## src/rtl/fp_mul_pkg.sv

```systemverilog
`default_nettype none
// ============================================================================
// Module      : fp_mul_pkg
// Description : Shared defaults for the arbitrated fixed-point multiplier.
// Revision    : 1.0 - initial release
// ============================================================================
package fp_mul_pkg;

    localparam int C_N_REQ_DEF = 4;
    localparam int C_I_DEF     = 2;
    localparam int C_F_DEF     = 14;
    localparam int C_W_DEF     = C_I_DEF + C_F_DEF;
    localparam int C_ID_W_DEF  = $clog2(C_N_REQ_DEF);

    // Saturation pattern; users slice the low W bits.
    localparam logic [63:0] C_SAT_ALL = '1;

    function automatic int id_width(input int n);
        return (n > 1) ? $clog2(n) : 1;
    endfunction

endpackage
`default_nettype wire

```

## src/rtl/fxp_sm_mul.sv

```systemverilog
`default_nettype none
// ============================================================================
// Module      : fxp_sm_mul
// Description : Combinational sign-magnitude I.F multiply with saturation.
// Revision    : 1.0 - initial release
// ============================================================================
module fxp_sm_mul
    import fp_mul_pkg::*;
#(
    parameter int I = C_I_DEF,
    parameter int F = C_F_DEF,
    parameter int W = I + F
) (
    input  logic [W-1:0] i_a,
    input  logic         i_sa,
    input  logic [W-1:0] i_b,
    input  logic         i_sb,
    output logic [W-1:0] o_c,
    output logic         o_sign,
    output logic         o_ovf
);

    localparam logic [W-1:0] C_SAT = C_SAT_ALL[W-1:0];

    logic [2*W-1:0] w_prod;
    logic [2*W-1:0] w_shift;

    assign w_prod  = {{W{1'b0}}, i_a} * {{W{1'b0}}, i_b};
    // Dropping the low F bits truncates toward zero; anything left above W overflows.
    assign w_shift = w_prod >> F;
    assign o_ovf   = |w_shift[2*W-1:W];
    assign o_c     = o_ovf ? C_SAT : w_shift[W-1:0];
    assign o_sign  = (i_sa ^ i_sb) & (|o_c);

endmodule
`default_nettype wire

```

## src/rtl/fp_mul_arb.sv

```systemverilog
`default_nettype none
// ============================================================================
// Module      : fp_mul_arb
// Description : Round-robin arbiter sharing one two-stage fixed-point multiplier.
// Revision    : 1.0 - initial release
// ============================================================================
module fp_mul_arb
    import fp_mul_pkg::*;
#(
    parameter int  N_REQ = C_N_REQ_DEF,
    parameter int  I     = C_I_DEF,
    parameter int  F     = C_F_DEF,
    localparam int W     = I + F,
    localparam int ID_W  = id_width(N_REQ)
) (
    input  logic               clk,
    input  logic               rst,
    input  logic [N_REQ-1:0]   req_valid,
    output logic [N_REQ-1:0]   req_ready,
    input  logic [N_REQ*W-1:0] req_a,
    input  logic [N_REQ-1:0]   req_sa,
    input  logic [N_REQ*W-1:0] req_b,
    input  logic [N_REQ-1:0]   req_sb,
    output logic               rsp_valid,
    input  logic               rsp_ready,
    output logic [ID_W-1:0]    rsp_id,
    output logic [W-1:0]       rsp_c,
    output logic               rsp_sign,
    output logic               rsp_ovf,
    output logic [N_REQ-1:0]   ovf_sticky,
    input  logic               ovf_clr
);

    logic [ID_W-1:0]  r_rr_ptr;
    logic             r_s1_valid;
    logic [W-1:0]     r_s1_a;
    logic [W-1:0]     r_s1_b;
    logic             r_s1_sa;
    logic             r_s1_sb;
    logic [ID_W-1:0]  r_s1_id;
    logic             r_s2_valid;
    logic [W-1:0]     r_s2_c;
    logic             r_s2_sign;
    logic             r_s2_ovf;
    logic [ID_W-1:0]  r_s2_id;
    logic [N_REQ-1:0] r_sticky;

    logic             w_gnt_any;
    logic [ID_W-1:0]  w_gnt_id;
    logic [ID_W-1:0]  w_probe;
    int               w_idx;
    logic             w_s2_adv;
    logic             w_s1_adv;
    logic             w_accept;
    logic [ID_W-1:0]  w_next_ptr;
    logic [W-1:0]     w_mul_c;
    logic             w_mul_sign;
    logic             w_mul_ovf;
    logic [N_REQ-1:0] w_set_mask;

    // Scan downward so the last hit is the closest requester at or after r_rr_ptr.
    always_comb begin
        w_gnt_any = 1'b0;
        w_gnt_id  = '0;
        w_idx     = 0;
        w_probe   = '0;
        for (int k = N_REQ - 1; k >= 0; k--) begin
            w_idx = int'(r_rr_ptr) + k;
            if (w_idx >= N_REQ) begin
                w_idx = w_idx - N_REQ;
            end
            w_probe = ID_W'(w_idx);
            if (req_valid[w_probe]) begin
                w_gnt_any = 1'b1;
                w_gnt_id  = w_probe;
            end
        end
    end

    assign w_s2_adv   = ~r_s2_valid | rsp_ready;
    assign w_s1_adv   = ~r_s1_valid | w_s2_adv;
    assign w_accept   = w_gnt_any & w_s1_adv & ~rst;
    assign w_next_ptr = (w_gnt_id == ID_W'(N_REQ - 1)) ? '0 : w_gnt_id + 1'b1;

    always_comb begin
        req_ready = '0;
        if (w_accept) begin
            req_ready[w_gnt_id] = 1'b1;
        end
    end

    always_ff @(posedge clk) begin
        if (rst) begin
            r_rr_ptr   <= '0;
            r_s1_valid <= 1'b0;
            r_s1_a     <= '0;
            r_s1_b     <= '0;
            r_s1_sa    <= 1'b0;
            r_s1_sb    <= 1'b0;
            r_s1_id    <= '0;
        end else begin
            if (w_accept) begin
                r_rr_ptr <= w_next_ptr;
                r_s1_a   <= req_a[w_gnt_id*W +: W];
                r_s1_b   <= req_b[w_gnt_id*W +: W];
                r_s1_sa  <= req_sa[w_gnt_id];
                r_s1_sb  <= req_sb[w_gnt_id];
                r_s1_id  <= w_gnt_id;
            end
            if (w_s1_adv) begin
                r_s1_valid <= w_accept;
            end
        end
    end

    fxp_sm_mul #(
        .I (I),
        .F (F),
        .W (W)
    ) u_mul (
        .i_a    (r_s1_a),
        .i_sa   (r_s1_sa),
        .i_b    (r_s1_b),
        .i_sb   (r_s1_sb),
        .o_c    (w_mul_c),
        .o_sign (w_mul_sign),
        .o_ovf  (w_mul_ovf)
    );

    always_ff @(posedge clk) begin
        if (rst) begin
            r_s2_valid <= 1'b0;
            r_s2_c     <= '0;
            r_s2_sign  <= 1'b0;
            r_s2_ovf   <= 1'b0;
            r_s2_id    <= '0;
        end else if (w_s2_adv) begin
            r_s2_valid <= r_s1_valid;
            if (r_s1_valid) begin
                r_s2_c    <= w_mul_c;
                r_s2_sign <= w_mul_sign;
                r_s2_ovf  <= w_mul_ovf;
                r_s2_id   <= r_s1_id;
            end
        end
    end

    always_comb begin
        w_set_mask = '0;
        if (r_s2_valid && rsp_ready && r_s2_ovf) begin
            w_set_mask[r_s2_id] = 1'b1;
        end
    end

    // A set landing with ovf_clr in the same cycle survives the clear.
    always_ff @(posedge clk) begin
        if (rst) begin
            r_sticky <= '0;
        end else begin
            r_sticky <= (ovf_clr ? '0 : r_sticky) | w_set_mask;
        end
    end

    assign rsp_valid  = r_s2_valid;
    assign rsp_c      = r_s2_c;
    assign rsp_sign   = r_s2_sign;
    assign rsp_ovf    = r_s2_ovf;
    assign rsp_id     = r_s2_id;
    assign ovf_sticky = r_sticky;

endmodule
`default_nettype wire
```

## config.mk

```make
export PLATFORM = sky130hd
export DESIGN_NAME = fp_mul_arb
export DESIGN_NICKNAME = d
export VERILOG_FILES = /design/src/rtl/fp_mul_pkg.sv /design/src/rtl/fxp_sm_mul.sv /design/src/rtl/fp_mul_arb.sv
export SDC_FILE = /design/constraint.sdc
export NUM_CORES = 1
export LEC_CHECK = 0
export ABC_AREA = 1
export CORE_ASPECT_RATIO = 1.5
export CORE_MARGIN = 8
export CORE_UTILIZATION = 39
export DETAILED_ROUTE_END_ITERATION = 10
export PLACE_DENSITY = 0.69
export RECOVER_POWER = 50
export SLEW_MARGIN = 20
export SYNTH_ARGS = -nofsm -noshare
export SYNTH_HDL_FRONTEND = slang
export SYNTH_HIERARCHICAL = 1
export SYNTH_SLANG_ARGS = --single-unit
```

## constraint.sdc

```tcl
create_clock -name clk -period 10.2 [get_ports clk]
set_clock_uncertainty 0.1 [all_clocks]
set_input_delay 1.53 -clock clk [delete_from_list [all_inputs] [get_ports clk]]
set_output_delay 1.53 -clock clk [all_outputs]
set_load 0.05 [all_outputs]
```

==> flow_metrics.py <==
metrics = {
    "timing": {
        "min_period_ns": 8.00,
        "tightestPinTransition_ns": 2.45,
        "fin_crit_sh_pct": 78.5,
        "grt_setup_unrepaired": "false",
        "final_hold_vio_count": 0,
        "finalSetupViolations": 0,
        "setup_tns_ns": 0,
        "relSlewSlack_pct": -63.2,
        "final_max_slew_viol_count": 60,
        "timing.final.ws_setup_ns": 2.20,
        "whs_ns": 0.377,
        "fmax_mhz": 125,
    },
    "placed_design": {
        "gpl.final_weighted_congestion": 0.935,
        "port-buffer-count": 172,
        "worst_case_setup_slack_after_placement_ns": 3.51,
        "detailed_place_hpwl_um": 33400,
    },
    "clock_network": {
        "postCtsSetupRepairBufs": 0,
        "clock_latency_on_the_worst_skew_pair_ns": 0.36,
        "cts.root.buffer_cell": "clkbuf_16",
        "ctsLongestPathBuffers": 2,
        "clkSlewWorstSetupHoldPaths_ns": 0.05,
        "numCtsBuffers": 9,
        "cts.hold.buffers_added": 0,
        "h-tree-depth": 3,
        "cts_tree": "done",
        "clock_sink_count": 64,
        "post_cts.resized_instances": 0,
    },
    "layout": {
        "finalCoreUtilization_pct": 45.8,
        "insertedDiodeCount": 0,
        "fillCellCount": 3497,
        "fin_nets": 2592,
        "final_common_cell": "nand2_1",
        "area_occupied_by_multi_input_gates_um2": 9620,
        "sequential_cell_area_um2": 1280,
        "area_growth_pct": 16.0,
        "drive_gt1_share_pct": 2.64,
        "final_cell_mix": "nand2_1 (608), inv_1 (547), nand3_1 (210)",
    },
    "floorplan": {
        "die_y_um": 244,
        "starting_density_pct": 39.4,
        "dieArea_um2": 40900,
        "core-area_um2": 34200,
        "std_cell_rows": 83,
        "fp.dieW_um": 168,
        "design.portCount": 173,
    },
    "logic_synthesis": {
        "syn_area_per_cell_um2": 6.53,
        "netlist-cell-type-count": 38,
        "asyncSetResetFlopFracSynth_pct": 0,
        "synth.net_count": 2503,
        "netlist_instances": 2064,
        "synth-edff-count": 0,
        "synth_top_flop_cell": "dfxtp_1",
        "yosys_register_bits": 64,
        "mappedNetlistArea_um2": 13500,
        "yosys_warnings": 6,
        "ys_seq_area_share_pct": 9.51,
    },
    "worst_setup_path": {
        "setup.worst_path.end_class": "primary output",
        "rrSetupSlack_ns": 3.46,
        "worstPathMaxFanout": 59,
        "worst_ep_arrival_time_ns": 6.37,
        "timing.critical_path.from_type": "input port",
        "criticalPathCategory": "in -> out",
        "worst_ep_required_time_ns": 8.57,
    },
    "drt": {
        "detailedRoute.firstIterationViolations": 740,
        "via_count_of_the_routed_design": 12800,
        "wire_per_inst_um": 16.4,
        "drtPass1Iterations": 5,
        "postRouteWirelength_um": 42300,
        "route.detailed.drc": 0,
        "detail_routed_via_count_per_cell": 4.95,
        "route.antenna.remaining_nets": 0,
    },
    "hold_path": {
        "min_path_type": "reg -> reg",
    },
    "global_route": {
        "grt_pass1_vias": 13500,
        "grt_pass1_wl_um": 68900,
        "globalRoute.totalOverflow": 0,
        "groute.usage.overall_pct": 21.3,
        "grt_max_degree": 71,
        "antenna_found_initial": 0,
    },
    "outcome": {
        "outcome": "finished, violations left",
        "violations": "capacitance limit, slew limit",
    },
    "run": {
        "drv.max_cap_violation_count": 1,
    },
}
==> cell type report <==
| class | count | share of cell area (%) |
|---|---|---|
| clock buffer | 12 | 1.70 |
| clock inverter | 3 | 0.256 |
| multi-input combinational | 1338 | 61.6 |
| inverter | 558 | 13.4 |
| tap | 425 | 3.40 |
| timing repair buffer | 182 | 11.5 |
| sequential | 64 | 8.20 |
==> state kept, by name, summed over array words and instances, names as in the netlist <==
signal / count
r_s1_a: 16
r_s1_b: 16
rsp_c: 16
ovf_sticky: 4
r_rr_ptr: 2
r_s1_id: 2
rsp_id: 2
r_s1_sa: 1
r_s1_sb: 1
r_s1_valid: 1
rsp_ovf: 1
rsp_sign: 1
rsp_valid: 1
==> path summary, 6_finish.rpt <==
check                    startpoint                     end  depth (start not counted)
min reg2reg  rsp_c[11]$_SDFFE_PP0P_  rsp_c[11]$_SDFFE_PP0P_                          2
max reg2reg  r_s1_b[7]$_SDFFE_PP0P_   rsp_sign$_SDFFE_PP0P_                         26
max                             rst            req_ready[0]                          9
min          rsp_c[11]$_SDFFE_PP0P_  rsp_c[11]$_SDFFE_PP0P_                          2
==> cell usage after synthesis, drive strengths merged, types with 3 or more instances <==
master | n | share of area [%]
xnor2 | 4 | 0.26
clkbuf | 72 | 2.0
a21oi | 30 | 1.1
ha | 102 | 9.5
o21bai | 3 | 0.17
nand3 | 212 | 7.9
inv | 556 | 15
xor2 | 6 | 0.39
a32oi | 4 | 0.26
fa | 193 | 29
dfxtp | 64 | 9.5
nand2 | 625 | 18
nand4 | 3 | 0.19
o21ai | 32 | 1.2
nor3 | 10 | 0.37
nor2 | 103 | 2.9
buf | 32 | 1.5
==> logic make-up after synthesis <==
kind of cell | synth area share, %
and+or+nand+nor | 29.7
buffers and inverters | 19.1
adders and majority gates | 38.2
AOI/OAI and AO/OA | 2.98
DFF | 9.51
xor gates and xnor gates | 0.650
==> metrics by stage <==
step	area, um^2	cells
finish	15600	2582
global route	15600	2582
CTS	15600	2582
detailed placement	15300	2567
global placement	15300	2567
floorplan	13500	2064
==> metal layers <==
metal  global-route usage [%]  part of all wire [%]  vias up
met4                     12.1                   5.5        0
li1                         -                     -     6162
met1                     21.9                    36     6084
met2                     40.5                    54      407
met3                     2.82                   4.1      140
met5                        0                     0        -
==> worst max-delay path, cell delays in order <==
cell and delay (ns):
dlygate4sd3_1 0.66, inv_1 0.09, clkbuf_1 1.73, nand2_1 0.12
buf_4 0.34, inv_2 0.53, nand2_1 0.30, nor2_1 0.18
clkdlybuf4s50_1 0.84
Power is not shown: default switching activity piles up to over one toggle a cycle in this logic, so the estimate is an artifact.
